[src/rtl/camera_ray_gen.sv]
// Pinhole-camera ray source: raster-sweeps IMG_W x IMG_H pixels and issues one 8.24 ray per pixel
// round-robin to non-stalled ray_core instances. Optional abort input enabled by RAYGEN_ABORT_EN.
`timescale 1ns/1ps

module camera_ray_gen #(
  parameter int IMG_W     = 640,
  parameter int IMG_H     = 480,
  parameter int NUM_CORES = 4,
  parameter int COORD_W   = 11
) (
  input  logic                 clk,
  input  logic                 rst,
  input  logic                 start,
  input  logic [95:0]          cam_origin,
  input  logic [31:0]          step_x,
  input  logic [31:0]          step_y,
  input  logic [31:0]          focal,
  input  logic [NUM_CORES-1:0] stall_source,
`ifdef RAYGEN_ABORT_EN
  input  logic                 abort,
`endif
  output logic [COORD_W-1:0]   image_x,
  output logic [COORD_W-1:0]   image_y,
  output logic [95:0]          casted_ray_origin,
  output logic [95:0]          casted_ray_direction,
  output logic [NUM_CORES-1:0] new_data,
  output logic                 busy,
  output logic                 frame_done
);

  localparam int RR_W = (NUM_CORES > 1) ? $clog2(NUM_CORES) : 1;

  typedef enum logic [1:0] {IDLE, ISSUE, DONE} state_t;

  state_t              state;
  logic [RR_W-1:0]     rr;
  logic [NUM_CORES-1:0] holdoff;
  logic [COORD_W-1:0]  px, py;
  logic [31:0]         dir_x, dir_y, dir_x0;
  logic [95:0]         origin_q;
  logic [31:0]         step_x_q, step_y_q, focal_q;

  logic                abort_req;
`ifdef RAYGEN_ABORT_EN
  assign abort_req = abort;
`else
  assign abort_req = 1'b0;
`endif

  // Starting directions for pixel (0,0); modular arithmetic keeps the 8.24 two's complement wrap.
  logic [31:0] dir_x0_calc, dir_y0_calc;
  assign dir_x0_calc = 32'd0 - (step_x * 32'(IMG_W / 2));
  assign dir_y0_calc = step_y * 32'(IMG_H / 2);

  logic [NUM_CORES-1:0] eligible;
  logic                 found;
  logic [RR_W-1:0]      sel;
  logic [RR_W-1:0]      rr_next;
  logic [NUM_CORES-1:0] sel_onehot;

  assign eligible = ~stall_source & ~holdoff;

  // NOTE: every variable driven here gets a default first, so no latch can be inferred.
  always_comb begin
    int idx;
    found = 1'b0;
    sel   = '0;
    idx   = 0;
    // Walk from the farthest candidate back to rr so the closest eligible core wins.
    for (int k = NUM_CORES - 1; k >= 0; k--) begin
      idx = int'(rr) + k;
      if (idx >= NUM_CORES) idx = idx - NUM_CORES;
      if (eligible[idx]) begin
        found = 1'b1;
        sel   = RR_W'(idx);
      end
    end
    rr_next    = (int'(sel) == NUM_CORES - 1) ? '0 : sel + 1'b1;
    sel_onehot = NUM_CORES'(1) << sel;
  end

  // NOTE: sequential state uses non-blocking assignments only, so every register samples pre-edge values.
  always_ff @(posedge clk or posedge rst) begin
    if (rst) begin
      state                <= IDLE;
      rr                   <= '0;
      holdoff              <= '0;
      px                   <= '0;
      py                   <= '0;
      dir_x                <= '0;
      dir_y                <= '0;
      dir_x0               <= '0;
      origin_q             <= '0;
      step_x_q             <= '0;
      step_y_q             <= '0;
      focal_q              <= '0;
      image_x              <= '0;
      image_y              <= '0;
      casted_ray_origin    <= '0;
      casted_ray_direction <= '0;
      new_data             <= '0;
      busy                 <= 1'b0;
      frame_done           <= 1'b0;
    end else begin
      new_data   <= '0;
      frame_done <= 1'b0;
      holdoff    <= '0;
      case (state)
        IDLE: begin
          if (start) begin
            origin_q <= cam_origin;
            step_x_q <= step_x;
            step_y_q <= step_y;
            focal_q  <= focal;
            px       <= '0;
            py       <= '0;
            dir_x    <= dir_x0_calc;
            dir_x0   <= dir_x0_calc;
            dir_y    <= dir_y0_calc;
            busy     <= 1'b1;
            state    <= ISSUE;
          end
        end
        ISSUE: begin
          if (abort_req) begin
            busy  <= 1'b0;
            state <= IDLE;
          end else if (found) begin
            new_data             <= sel_onehot;
            holdoff              <= sel_onehot;
            rr                   <= rr_next;
            image_x              <= px;
            image_y              <= py;
            casted_ray_origin    <= origin_q;
            casted_ray_direction <= {focal_q, dir_y, dir_x};
            if (px == COORD_W'(IMG_W - 1)) begin
              px    <= '0;
              dir_x <= dir_x0;
              dir_y <= dir_y - step_y_q;
              if (py == COORD_W'(IMG_H - 1)) state <= DONE;
              else                           py    <= py + 1'b1;
            end else begin
              px    <= px + 1'b1;
              dir_x <= dir_x + step_x_q;
            end
          end
        end
        DONE: begin
          frame_done <= ~abort_req;
          busy       <= 1'b0;
          state      <= IDLE;
        end
        default: begin
          busy  <= 1'b0;
          state <= IDLE;
        end
      endcase
    end
  end

endmodule

[config.mk]
export PLATFORM = sky130hd
export DESIGN_NAME = camera_ray_gen
export DESIGN_NICKNAME = d
export VERILOG_FILES = /design/src/rtl/camera_ray_gen.sv
export SDC_FILE = /design/constraint.sdc
export NUM_CORES = 2
export LEC_CHECK = 0
export ABC_AREA = 1
export BUFFER_PORTS_ARGS = -buffer_cell sky130_fd_sc_hd__buf_2
export CORE_UTILIZATION = 58
export DETAILED_ROUTE_END_ITERATION = 6
export GPL_TIMING_DRIVEN = 0
export PLACE_DENSITY = 0.83
export SETUP_SLACK_MARGIN = 0.3
export SYNTH_ARGS = -nofsm -noshare
export SYNTH_HDL_FRONTEND = slang
export SYNTH_SLANG_ARGS = --single-unit
[constraint.sdc]
create_clock -name clk -period 24.9 [get_ports clk]
set_clock_uncertainty 0.05 [all_clocks]
set_input_delay 3.735 -clock clk [delete_from_list [all_inputs] [get_ports clk]]
set_output_delay 3.735 -clock clk [all_outputs]
set_load 0.05 [all_outputs]
==> impl_metrics.tcl <==
set metrics [dict create \
    max_slew_margin_pct 26.7 \
    async_flop_share_pct 100 \
    timing.critical_path.arrival_ns 7.92 \
    r2r_start "state[0]" \
    worst-endpoint-required_ns 25.39 \
    crit_end_category "flip-flop" \
    p_int_mw 1.81 \
    fin_nets 4603 \
    areaGrowthSynthToFinish_pct 17.4 \
    tightest_slew_ns 1.10 \
    worst_r2r_endpoint "step_x_q[29]" \
    clock_sink_count 527 \
    floorplan.initialDensity_pct 59.2 \
    routabilityCongestion 0.981 \
    floorplan.io_pins 419 \
    io_buffers 418 \
    tns_ns 0 \
    synth.yosys.warnings 0 \
    maximum_number_of_pins_on_one_net_before_global_route_repair 126 \
    syn_area_per_cell_um2 7.83 \
    regToRegSetupSlack_ns 20.93 \
    cts_tree "done" \
    cts.root.buffer_cell "sky130_fd_sc_hd__clkbuf_16" \
    power.ir.vdd_worst_mv 0.0684 \
    setup_violations 0 \
    dr.first_iter.drc_count 2732 \
    layout_min_cycle_time_ns 7.43 \
    proportion_of_synthesized_chip_area_in_sequential_cells_pct 45.1 \
    grt_pass1_wl_mm 147 \
    placed_cells_incl_taps 4819 \
    netlist_instances 3733 \
    largest_buffer_count_on_any_clock_path 3 \
    achievable-frequency_mhz 135 \
    power.share.combinational_pct 38.9 \
    worstSkewPairLatency_ns 0.62 \
    residual_antenna_violating_net_count_after_detailed_routing 0 \
    cts_buffers 54 \
    cts.repair.resized 0 \
    cts_max_level 2 \
    syn-cell-area_mm2 0.0292 \
    final_cell_count_no_fill 4928 \
    rsz_0062_raised_after_global_routing "no" \
    net_count_of_the_mapped_netlist 4125 \
    die_w_um 227 \
    mostFrequentLayoutCell "sky130_fd_sc_hd__nand2_1" \
    finalCoreUtilization_pct 69.5 \
    fillers 4062 \
    post_drt_wl_per_cell_um 19.4 \
    drv_cap 0 \
    worst-r2r-cell-count 8 \
    core_mm2 0.0494 \
    vias_in_the_first_global_route 26666 \
    sw_frac_of_total_pct 42.6 \
    route.final.wire_length_mm 95.7 \
    die_area_mm2 0.0513 \
    final_layout_size_suffix_gt1_share_pct 13.8 \
    seq_area_mm2 0.0132 \
    clkPwrFrac_pct 29.2 \
    hp-class "reg -> reg" \
    power_frac_seq_pct 31.9 \
    timing.critical_path.from_type "input pin" \
    synth_edf_count 0 \
    cts.hold.buffers_added 0 \
    hold_depth 2 \
    final_cell_mix "1191 x sky130_fd_sc_hd__nand2_1, 527 x sky130_fd_sc_hd__dfrtp_1, 469 x sky130_fd_sc_hd__inv_1, 452 x sky130_fd_sc_hd__buf_2, 448 x sky130_fd_sc_hd__o21ai_0" \
    count_of_state_elements_after_synthesis 527 \
    multi_input_area_mm2 0.0138 \
    post-dp-hpwl_mm 72.7 \
    detailroute.via_count 27660 \
    worst_setup_hold_path_clk_slew_ns 0.06 \
    status "complete, no violations" \
    grt.total_usage_pct 37.6 \
    slew_violations 0 \
    total_leakage_power_nw 17.4 \
    worst_hold_path.endpoint "casted_ray_direction[67]" \
    die_h_um 227 \
    power.density_cell_area_mw_per_mm2 91.6 \
    netlist-cell-type-count 48 \
    grt.overflow.total 0 \
    post_drt_via_cell_ratio 5.61 \
    worst-path-max-fanout 5 \
    antenna_found_initial 9 \
    num_rows 81 \
    drt_drc_violations_left 0 \
    hold_violations 0 \
    cts_setup_buffers 0 \
    yosys_most_used_dff "sky130_fd_sc_hd__dfrtp_1" \
    total_switching_power_mw 1.34 \
    timing.setup.critical_path_class "in -> reg" \
    drtPass1Iterations 6 \
    worst_hold_startpoint "casted_ray_direction[67]" \
    final.period_utilization_pct 29.8 \
]
power by group through the flow:
stage / logic, mW / registers (mW) / clock network, mW
finish: 1.22 / 1.00 / 0.919
global placement: 1.17 / 1.01 / 0
floorplan: 0.600 / 1.24 / 0
CTS: 1.21 / 1.00 / 0.918
global route: 1.33 / 1.01 / 0.954
detailed placement: 1.19 / 1.01 / 0
registers in the layout, summed over array words and instances (netlist names), 25 cells and up:
register / count
step_x_q: 32
focal_q: 32
step_y_q: 32
dir_x0: 25
dir_y: 32
casted_ray_origin: 96
origin_q: 96
dir_x: 32
casted_ray_direction: 96
critical path, stage by stage:
cell and delay, ns:
sky130_fd_sc_hd__buf_2 0.12, sky130_fd_sc_hd__inv_1 0.19, sky130_fd_sc_hd__fa_1 0.49, sky130_fd_sc_hd__fa_1 0.52, sky130_fd_sc_hd__inv_1 0.04, sky130_fd_sc_hd__ha_1 0.34
sky130_fd_sc_hd__nand2_1 0.09, sky130_fd_sc_hd__o21ai_0 0.61, sky130_fd_sc_hd__inv_1 0.13, sky130_fd_sc_hd__o21ai_0 0.64, sky130_fd_sc_hd__a21oi_1 0.19, sky130_fd_sc_hd__o21ai_0 0.24
sky130_fd_sc_hd__or2_2 0.14, sky130_fd_sc_hd__nand3_1 0.14, sky130_fd_sc_hd__nand2_1 0.13, sky130_fd_sc_hd__nand2_1 0.08, sky130_fd_sc_hd__o21ai_0 0.08
how the worst max path moves through the flow:
stage | startpoint | endpoint | cells after the start
finish | step_y[3] | dir_y[24] | 17
global route | step_y[3] | dir_y[24] | 17
CTS | step_y[3] | dir_y[24] | 17
detailed placement | step_y[3] | dir_y[24] | 17
global placement | rst | casted_ray_direction[8] | 2
floorplan | rst | busy | 1
layout make-up:
cell class                      count  share of cell area, %
Timing Repair Buffer              422                   6.42
Antenna cell                        7                 0.0510
Inverter                          476                   5.23
Tap cell                          664                   2.42
Clock inverter                     29                   1.40
Clock buffer                       73                   4.50
Sequential cell                   527                   38.4
Buffer                            124                   1.49
Multi-Input combinational cell   2606                   40.1
layer usage:
layer  wire length (um)  track usage [%]
met5                 27                0
met4               4800             18.1
met3               9850             9.74
met2              42600             58.5
met1              38500             49.1
cells by family after synthesis:
logic type                 after synthesis  share of synthesized area, %
adders and majority gates              193                          9.59
xor gates and xnor gates                57                          1.71
and+or+nand+nor                       1604                          22.2
AOI/OAI and AO/OA                      752                          13.6
buffers and inverters                  600                          7.86
DFF                                    527                          45.1
metrics by stage:
| stage | hold slack [ns] | area (um2) | power, mW | setup slack (ns) |
|---|---|---|---|---|
| floorplan | 0.394 | 29200 | 1.84 | 6.39 |
| global placement | 0.399 | 32200 | 2.18 | 1.02 |
| detailed placement | 0.403 | 32300 | 2.21 | 17.06 |
| CTS | 0.419 | 34300 | 3.13 | 17.66 |
| global route | 0.434 | 34300 | 3.30 | 17.31 |
| finish | 0.417 | 34300 | 3.14 | 17.47 |
synth_stat cells (10+ instances only):
cell type	count	area, um2
sky130_fd_sc_hd__nand3_1	136	681
sky130_fd_sc_hd__xnor2_1	22	193
sky130_fd_sc_hd__o21bai_1	14	105
sky130_fd_sc_hd__a21o_1	10	75.1
sky130_fd_sc_hd__nor3_1	27	135
sky130_fd_sc_hd__clkbuf_1	87	327
sky130_fd_sc_hd__inv_1	470	1760
sky130_fd_sc_hd__a22oi_1	12	90.1
sky130_fd_sc_hd__nand2_1	1191	4470
sky130_fd_sc_hd__nor2_1	181	679
sky130_fd_sc_hd__a31oi_1	17	106
sky130_fd_sc_hd__xor2_1	35	307
sky130_fd_sc_hd__o211ai_1	10	75.1
sky130_fd_sc_hd__a21oi_1	196	981
sky130_fd_sc_hd__ha_1	141	1760
sky130_fd_sc_hd__nand4_1	23	144
sky130_fd_sc_hd__buf_2	34	170
sky130_fd_sc_hd__o21ai_0	448	2240
sky130_fd_sc_hd__o21ai_1	18	90.1
sky130_fd_sc_hd__dfrtp_1	527	13200
sky130_fd_sc_hd__fa_1	52	1040
(Power assumes the default switching activity.)
